File: src/rtl/ws2812_pixel_driver.sv
// WS2812 serializer: fetches one 24-bit RGB colour per pixel via pixel_req/led_idx,
// sends it GRB MSB-first with T0H/T1H/TBIT timing, then holds the line low for the latch gap.
module ws2812_pixel_driver #(
    parameter int unsigned T0H    = 20,
    parameter int unsigned T1H    = 40,
    parameter int unsigned TBIT   = 63,
    parameter int unsigned TLATCH = 15000
) (
    input  logic        clock_i,
    input  logic        reset_i,
    input  logic        start_i,
    input  logic [9:0]  num_leds_i,
    input  logic [23:0] cor_in_i,
    output logic        pixel_req_o,
    output logic [9:0]  led_idx_o,
    output logic        busy_o,
    output logic        done_o,
    output logic        dout_o
);

    localparam int unsigned CMAX = (TBIT > TLATCH) ? TBIT : TLATCH;
    localparam int unsigned CW   = $clog2(CMAX + 1);

    // Down-counter reload values; each phase ends when the counter reaches zero.
    localparam logic [CW-1:0] C_H0    = CW'(T0H - 1);
    localparam logic [CW-1:0] C_H1    = CW'(T1H - 1);
    localparam logic [CW-1:0] C_L0    = CW'(TBIT - T0H - 1);
    localparam logic [CW-1:0] C_L1    = CW'(TBIT - T1H - 1);
    localparam logic [CW-1:0] C_LATCH = CW'(TLATCH - 1);

    typedef enum logic [2:0] {
        S_IDLE, S_REQ, S_WAIT, S_LOAD, S_HIGH, S_LOW, S_LATCH
    } state_t;

    state_t        state_q, state_d;
    logic [CW-1:0] cnt_q, cnt_d;
    logic [4:0]    bit_q, bit_d;
    logic [23:0]   shift_q, shift_d;
    logic [9:0]    num_q, num_d;
    logic [9:0]    idx_q, idx_d;
    logic          busy_q, busy_d;
    logic          done_q, done_d;

    always_ff @(posedge clock_i) begin
        if (reset_i) begin
            state_q <= S_IDLE;
            cnt_q   <= '0;
            bit_q   <= '0;
            shift_q <= '0;
            num_q   <= '0;
            idx_q   <= '0;
            busy_q  <= 1'b0;
            done_q  <= 1'b0;
        end else begin
            state_q <= state_d;
            cnt_q   <= cnt_d;
            bit_q   <= bit_d;
            shift_q <= shift_d;
            num_q   <= num_d;
            idx_q   <= idx_d;
            busy_q  <= busy_d;
            done_q  <= done_d;
        end
    end

    always_comb begin
        state_d = state_q;
        cnt_d   = cnt_q;
        bit_d   = bit_q;
        shift_d = shift_q;
        num_d   = num_q;
        idx_d   = idx_q;
        busy_d  = busy_q;
        done_d  = 1'b0;
        unique case (state_q)
            S_IDLE: begin
                if (start_i) begin
                    num_d  = num_leds_i;
                    idx_d  = '0;
                    busy_d = 1'b1;
                    if (num_leds_i == 10'd0) begin
                        state_d = S_LATCH;
                        cnt_d   = C_LATCH;
                    end else begin
                        state_d = S_REQ;
                    end
                end
            end
            S_REQ:  state_d = S_WAIT;
            S_WAIT: state_d = S_LOAD;
            S_LOAD: begin
                shift_d = {cor_in_i[15:8], cor_in_i[23:16], cor_in_i[7:0]};
                bit_d   = '0;
                cnt_d   = cor_in_i[15] ? C_H1 : C_H0;
                state_d = S_HIGH;
            end
            S_HIGH: begin
                if (cnt_q == '0) begin
                    state_d = S_LOW;
                    cnt_d   = shift_q[23] ? C_L1 : C_L0;
                end else begin
                    cnt_d = cnt_q - CW'(1);
                end
            end
            S_LOW: begin
                if (cnt_q == '0) begin
                    shift_d = {shift_q[22:0], 1'b0};
                    if (bit_q != 5'd23) begin
                        bit_d   = bit_q + 5'd1;
                        cnt_d   = shift_q[22] ? C_H1 : C_H0;
                        state_d = S_HIGH;
                    end else if (idx_q < num_q - 10'd1) begin
                        idx_d   = idx_q + 10'd1;
                        state_d = S_REQ;
                    end else begin
                        cnt_d   = C_LATCH;
                        state_d = S_LATCH;
                    end
                end else begin
                    cnt_d = cnt_q - CW'(1);
                end
            end
            S_LATCH: begin
                if (cnt_q == '0) begin
                    state_d = S_IDLE;
                    busy_d  = 1'b0;
                    done_d  = 1'b1;
                end else begin
                    cnt_d = cnt_q - CW'(1);
                end
            end
            default: state_d = S_IDLE;
        endcase
    end

    assign pixel_req_o = (state_q == S_REQ);
    assign dout_o      = (state_q == S_HIGH);
    assign led_idx_o   = idx_q;
    assign busy_o      = busy_q;
    assign done_o      = done_q;

endmodule

File: config.mk
export PLATFORM = sky130hd
export DESIGN_NAME = ws2812_pixel_driver
export DESIGN_NICKNAME = d
export VERILOG_FILES = /design/src/rtl/ws2812_pixel_driver.sv
export SDC_FILE = /design/constraint.sdc
export NUM_CORES = 1
export LEC_CHECK = 0
export CELL_PAD_IN_SITES_DETAIL_PLACEMENT = 0
export CELL_PAD_IN_SITES_GLOBAL_PLACEMENT = 2
export CORE_ASPECT_RATIO = 1.75
export CORE_MARGIN = 2
export CORE_UTILIZATION = 32
export CTS_CLUSTER_DIAMETER = 60
export DETAILED_ROUTE_END_ITERATION = 8
export PLACE_DENSITY = 0.88
export SYNTH_ARGS = -nofsm -noshare
export SYNTH_HDL_FRONTEND = slang
export SYNTH_SLANG_ARGS = --single-unit
File: constraint.sdc
create_clock -name clock_i -period 4.23 [get_ports clock_i]
set_clock_uncertainty 0.1 [all_clocks]
set_input_delay 0.846 -clock clock_i [delete_from_list [all_inputs] [get_ports clock_i]]
set_output_delay 0.846 -clock clock_i [all_outputs]
set_load 0.01 [all_outputs]
==> results of run 1 <==
## critical path, cell delays in order (launching register included)
cell	delay, ns
dfxtp_1	0.35
inv_1	0.07
ha_1	0.18
nand2_1	0.08
or2_2	0.30
nor2_1	0.12
xnor2_1	0.14
ha_1	0.26
o21ai_0	0.17
nor2_1	0.07
a2111oi_2	0.55
buf_4	0.29
nand4_2	0.14
or3_1	0.39
a21oi_1	0.13
## final cells by class
class                      instances  area (um2)  share of cell area (%)
tap                              137         171                    3.60
timing repair buffer              57         548                    11.5
multi-input combinational        385        2340                    49.0
clock inverter                     4        50.0                    1.05
sequential                        68        1360                    28.6
clock buffer                      11         243                    5.09
inverter                          15        56.3                    1.18
## how the worst min path moves through the flow
stage,start,endpoint,cells after the start
final,shift_q[21]$_SDFFE_PP0P_,shift_q[22]$_SDFFE_PP0P_,2
after global routing,shift_q[9]$_SDFFE_PP0P_,shift_q[10]$_SDFFE_PP0P_,2
after CTS,shift_q[5]$_SDFFE_PP0P_,shift_q[6]$_SDFFE_PP0P_,2
after detailed placement,shift_q[9]$_SDFFE_PP0P_,shift_q[10]$_SDFFE_PP0P_,2
after global placement,shift_q[21]$_SDFFE_PP0P_,shift_q[22]$_SDFFE_PP0P_,2
after floorplan,num_q[9]$_SDFFE_PP0P_,num_q[9]$_SDFFE_PP0P_,2
## power breakdown
group          switching [uW]  internal [uW]  total (uW)
Sequential               47.2            676         723
Combinational             270            186         457
Clock                     270            468         738
Total                     588           1330        1920
## layer usage
| layer | track usage [%] | wire length, um | up-vias |
|---|---|---|---|
| met3 | 2.65 | 318 | 28 |
| met5 | 0 | 0 | - |
| met4 | 9.92 | 478 | 0 |
| met1 | 17.9 | 4190 | 1751 |
| met2 | 32.4 | 5840 | 77 |
| li1 | - | - | 1845 |
## cells by family (layout without fill, tap and decap cells)
| family | count (synthesis) | after routing | share of synthesized area, % |
|---|---|---|---|
| DFF | 68 | 68 | 35.1 |
| buffers and inverters | 46 | 87 | 4.80 |
| muxes | 1 | 1 | 0.258 |
| xor gates and xnor gates | 20 | 20 | 4.51 |
| AOI/OAI and AO/OA | 110 | 110 | 19.8 |
| and+or+nand+nor | 241 | 241 | 31.4 |
| adders and majority gates | 13 | 13 | 4.19 |
## flip-flops by register name (all words and copies together) (netlist names)
signal / cells
led_idx_o: 10
shift_q: 24
num_q: 10
cnt_q: 14
done_o: 1
state_q: 3
busy_o: 1
bit_q: 5
## through the flow
stage,instances,area (um2),util (%),worst slack (ns),hold slack [ns]
global route,677,4770,39.9,0.451,0.395
detailed placement,662,4470,37.5,0.718,0.370
finish,677,4770,39.9,0.821,0.374
floorplan,499,3880,-,1.24,0.349
CTS,677,4770,39.9,0.783,0.380
global placement,662,4470,37.5,0.740,0.362
## layout by cell type, fill, tap and decap left out, types with 4 or more instances in the layout
master           instances
a311oi_1                25
nand3_1                 13
nand2_1                 94
a21oi_1                 34
a31oi_1                  4
nand2b_1                 4
nor2_1                  66
nand4_1                  5
dfxtp_1                 68
o21ai_0                 15
xnor2_1                  7
a211oi_1                 5
xor2_1                  13
clkdlybuf4s50_1         49
and3_1                   4
o21ai_2                  4
clkbuf_16                9
buf_4                    7
nor2b_1                  4
nor3_1                  11
inv_1                   15
ha_1                    13
==> flow_metrics.py, run 1 <==
metrics = {
    "cells_and_area": {
        "drive_above_1_share_pct": 8.70,
        "synthToLayoutAreaGrowth_pct": 22.8,
        "final_nets": 586,
        "num-fill-cells": 1230,
        "antenna_cells": 0,
    },
    "yosys": {
        "synth_edf_count": 0,
        "synth-main-ff-cell": "dfxtp_1",
        "syn_avg_cell_area_um2": 7.78,
        "synth.most_common_cell": "nand2_1",
        "syn_nets": 549,
        "netlist_instances": 499,
        "synth_top_area_cell": "dfxtp_1",
        "netlist_area_mm2": 0.00388,
        "synth-seq-cells": 68,
        "synthTopCellsByArea": "dfxtp_1 (35%), nand2_1 (9.1%), nor2_1 (6.4%)",
        "yosysSeqAreaShare_pct": 35.1,
        "synth_common_cells": "nand2_1 (94), dfxtp_1 (68), nor2_1 (66)",
        "async_flop_share_pct": 0,
        "synth_top_area_share_pct": 35.1,
        "yosys.cell_types.count": 60,
        "yosysWarnings": 0,
    },
    "timing": {
        "fmax_ghz": 0.293,
        "drv_slew": 0,
        "finalHoldViolations": 0,
        "worst_pin_slew_ns": 0.708,
        "fin_crit_ns": 3.41,
        "fin_crit_sh_pct": 80.6,
        "slew_headroom_pct": 52.6,
        "setup_viol": 0,
        "finalSetupTns_ns": 0,
        "rsz0062_at_grt": "no",
    },
    "setup_path": {
        "end_kind": "flop",
        "crit_required_ns": 4.39,
        "worstPathMaxFanout": 11,
        "crit_path_start_kind": "flop",
        "reg2reg_slack_ns": 0.82,
        "r2r_end": "led_idx_o[9]$_SDFFE_PP0P_",
        "cp.arrival_ns": 3.57,
        "critPathLaunch": "num_q[0]$_SDFFE_PP0P_",
        "r2r-start": "num_q[0]$_SDFFE_PP0P_",
        "critPathKind": "reg -> reg",
        "cp-endpoint": "led_idx_o[9]$_SDFFE_PP0P_",
        "ff2ff_path_depth": 14,
    },
    "grt": {
        "grt_max_degree": 54,
        "grt_pass1_wl_um": 17900,
        "grt_pass1_vias": 3697,
        "gr-usage-all-layers_pct": 17.4,
        "grt_overflow": 0,
        "antenna_found_initial": 0,
    },
    "route": {
        "routed_via_density": 5.47,
        "wl_um": 10800,
        "dr_total_vias": 3701,
        "first_pass_iters": 4,
        "drtIter0Drc": 186,
        "drtAntennaViolNets": 0,
        "routedWlPerCell_um": 16.0,
        "route.detailed.drc": 0,
    },
    "clocking": {
        "cts_inserted_buffers": 9,
        "cts_resized": 0,
        "postCtsSetupBuffers": 0,
        "worstSkewPairLatency_ns": 0.33,
        "cts_sinks": 68,
        "clkSlewWorstSetupHoldPaths_ns": 0.06,
        "htreeDepth": 3,
        "cts_tree": "built",
        "clockRootBuffer": "clkbuf_16",
        "cts_hold_buf": 0,
        "clockBufferDepth": 2,
    },
    "floorplanning": {
        "dieArea_mm2": 0.0131,
        "die_height_um": 150,
        "fp.dieW_um": 87.2,
        "pin_count": 51,
        "start_util_pct": 32.5,
        "fp-row-count": 53,
        "core-area_mm2": 0.0119,
    },
    "pwr": {
        "ir_worst_vdd_v": 0.000201,
        "p_leak_uw": 0.00176,
        "power_uw": 1920,
        "power_density_mw_per_mm2": 402,
    },
    "placed_design": {
        "hpwl_um": 7990,
        "io_buffers": 50,
        "place_congestion": 0.899,
    },
    "job": {
        "max_cap_violations": 0,
    },
    "outcome": {
        "status": "finished, final reports clean",
    },
    "hold_path": {
        "hp-class": "reg -> reg",
    },
}
Note: power is estimated with default switching activity, not from simulation.
==> run 2: changes to the inputs <==
==> constraint.sdc (replaced) <==
create_clock -name clock_i -period 3.22 [get_ports clock_i]
set_clock_uncertainty 0.1 [all_clocks]
set_input_delay 0.644 -clock clock_i [delete_from_list [all_inputs] [get_ports clock_i]]
set_output_delay 0.644 -clock clock_i [all_outputs]
set_load 0.01 [all_outputs]
==> run 2 against run 1 <==
Maximum frequency increased by 11%. Register-to-register slack got worse by 0.68 ns. Cell count rose by 1.8%. Flip-flop and latch count unchanged. Routed wire length increased by 2.7%. Critical path depth did not move. Combinational power up 49%. Die area did not move. Global-route usage increased by 0.077 points. Via count grew 0.84%. Hold slack lost 0.00072 ns. Cell area increased by 3.8%. Critical endpoint unchanged. Highest routed layer unchanged.
==> flow_metrics.py, run 2 (same netlist as run 1, synthesis figures left out) <==
metrics = {
    "pwr": {
        "swShare_pct": 32.0,
        "power_density_mw_per_mm2": 509,
        "p_int_uw": 1710,
        "ir_worst_vdd_v": 0.000297,
        "power_frac_comb_pct": 27.1,
        "power.switching_uw": 805,
        "p_leak_uw": 0.00181,
        "power.share.clock_pct": 35.6,
        "sequentialPowerShare_pct": 37.3,
    },
    "setup_path": {
        "crit_required_ns": 3.39,
        "crit_chain": "inv_1 > ha_2 > nand2_1 > or2_4 > nor2_2 > xnor2_1 > ha_1 > nand4_1 > inv_2 > a2111oi_4 > buf_6 > nand4_4 > or3_4 > a21oi_2",
        "critical_path_buf_inv_count": 3,
        "worstPathMaxFanout": 11,
        "crit_path_start_kind": "flop",
        "max_stage_delay_ns": 0.41,
        "cpLargestDelayFamily": "simple AND/OR/NAND/NOR gates",
        "critPathKind": "reg -> reg",
        "end_kind": "flop",
        "cp_slowest_cell": "a2111oi_4",
        "cp.arrival_ns": 3.24,
    },
    "clocking": {
        "clockRootBuffer": "clkbuf_16",
        "cts_hold_buf": 0,
        "worstSkewPairLatency_ns": 0.34,
        "clockBufferDepth": 2,
        "clkSlewWorstSetupHoldPaths_ns": 0.06,
        "cts_inserted_buffers": 9,
        "cts_sinks": 68,
        "cts_tree": "built",
        "htreeDepth": 3,
    },
    "timing": {
        "drv_slew": 0,
        "setup_viol": 0,
        "fin_crit_ns": 3.07,
        "slew_headroom_pct": 49.2,
        "whs_ns": 0.373,
        "finalSetupTns_ns": 0,
        "worst_pin_slew_ns": 0.756,
        "fin_crit_sh_pct": 95.5,
        "fmax_ghz": 0.325,
        "finalHoldViolations": 0,
    },
    "floorplanning": {
        "dieArea_mm2": 0.0131,
        "core-area_mm2": 0.0119,
        "fp-row-count": 53,
        "start_util_pct": 32.5,
        "pin_count": 51,
        "fp.dieW_um": 87.2,
        "die_height_um": 150,
    },
    "route": {
        "dr_total_vias": 3732,
        "wl_um": 11100,
        "drtAntennaViolNets": 0,
        "routedWlPerCell_um": 16.1,
        "route.detailed.drc": 0,
        "routed_via_density": 5.42,
        "first_pass_iters": 5,
        "drtIter0Drc": 125,
    },
    "grt": {
        "grt_pass1_wl_um": 17900,
        "antenna_found_initial": 0,
        "grt_max_degree": 54,
        "gr-usage-all-layers_pct": 17.5,
        "grt_overflow": 0,
        "grt_pass1_vias": 3708,
    },
    "placed_design": {
        "io_buffers": 50,
        "place_congestion": 0.903,
        "hpwl_um": 7970,
        "placed_area_mm2": 0.00455,
    },
    "cells_and_area": {
        "layout_common_cells": "nand2_1 (94), dfxtp_1 (67), nor2_1 (64)",
        "regMostFlops": "shift_q",
        "final_nets": 597,
        "top_regs": "shift_q x24, cnt_q x14",
        "largest_reg_flops": 24,
        "drive_above_1_share_pct": 12.1,
        "num-fill-cells": 1259,
        "synthToLayoutAreaGrowth_pct": 27.5,
        "finalInstanceArea_mm2": 0.00495,
        "final_common_cell": "nand2_1",
        "antenna_cells": 0,
    },
    "hold_path": {
        "hp-class": "reg -> reg",
    },
    "job": {
        "max_cap_violations": 0,
    },
    "outcome": {
        "status": "finished, final reports clean",
    },
}
[run 2: area by class of cell]
class | count | area, um2 | area share (%)
repair buffers | 68 | 677 | 13.7
well taps | 137 | 171 | 3.47
clock inverters | 2 | 10.0 | 0.202
clock buffers | 14 | 254 | 5.14
inverters | 15 | 56.3 | 1.14
multi-input cells | 385 | 2410 | 48.8
flip-flops and latches | 68 | 1360 | 27.5
[run 2: path summary, 6_finish.rpt]
kind	from	to	slack [ns]	depth (start not counted)
min	shift_q[5]$_SDFFE_PP0P_	shift_q[6]$_SDFFE_PP0P_	0.37	2
min reg2reg	shift_q[5]$_SDFFE_PP0P_	shift_q[6]$_SDFFE_PP0P_	0.37	2
max reg2reg	num_q[0]$_SDFFE_PP0P_	led_idx_o[9]$_SDFFE_PP0P_	0.15	14
max	num_q[0]$_SDFFE_PP0P_	led_idx_o[9]$_SDFFE_PP0P_	0.15	14
[run 2: what timing repair did]
item,4_1_cts,5_1_grt
pin swaps,0,3
endpoints found under the setup margin,3,8
cloned,0,1
setup buffers,0,3
hold endpoints to repair,0,0
resized for setup,4,15
[run 2: worst register-to-register path, stage by stage, from the launching register on]
cell and delay, ns:
dfxtp_2 0.33, inv_1 0.07, ha_2 0.18, nand2_1 0.09
or2_4 0.27, nor2_2 0.10, xnor2_1 0.14, ha_1 0.27
nand4_1 0.16, inv_2 0.07, a2111oi_4 0.41, buf_6 0.21
nand4_4 0.11, or3_4 0.37, a21oi_2 0.14
[run 2: per-layer routing]
metal	vias up	global-route usage, %	share of wire (%)	wire length (um)
met2	85	31.8	54	6030
met1	1753	18.6	39	4310
li1	1868	-	-	-
met3	26	2.98	3.3	363
met4	0	9.92	3.7	412
met5	-	0	0	0
[run 2: power groups by stage]
stage / combinational (uW) / sequential, uW / clock (uW)
floorplan: 446 / 936 / 0
global placement: 633 / 955 / 0
detailed placement: 640 / 956 / 0
CTS: 645 / 938 / 917
global route: 748 / 946 / 956
finish: 682 / 940 / 897
[run 2: per-stage QoR]
stage,instances,total power [uW],worst slack [ns],utilization [%]
5_1_grt,689,2650,-0.00999,41.4
6_report,689,2520,0.145,41.4
3_5_place_dp,670,1600,-0.0580,38.1
3_3_place_gp,670,1590,0.0671,38.1
2_1_floorplan,499,1380,0.229,-
4_1_cts,686,2500,0.0144,40.4
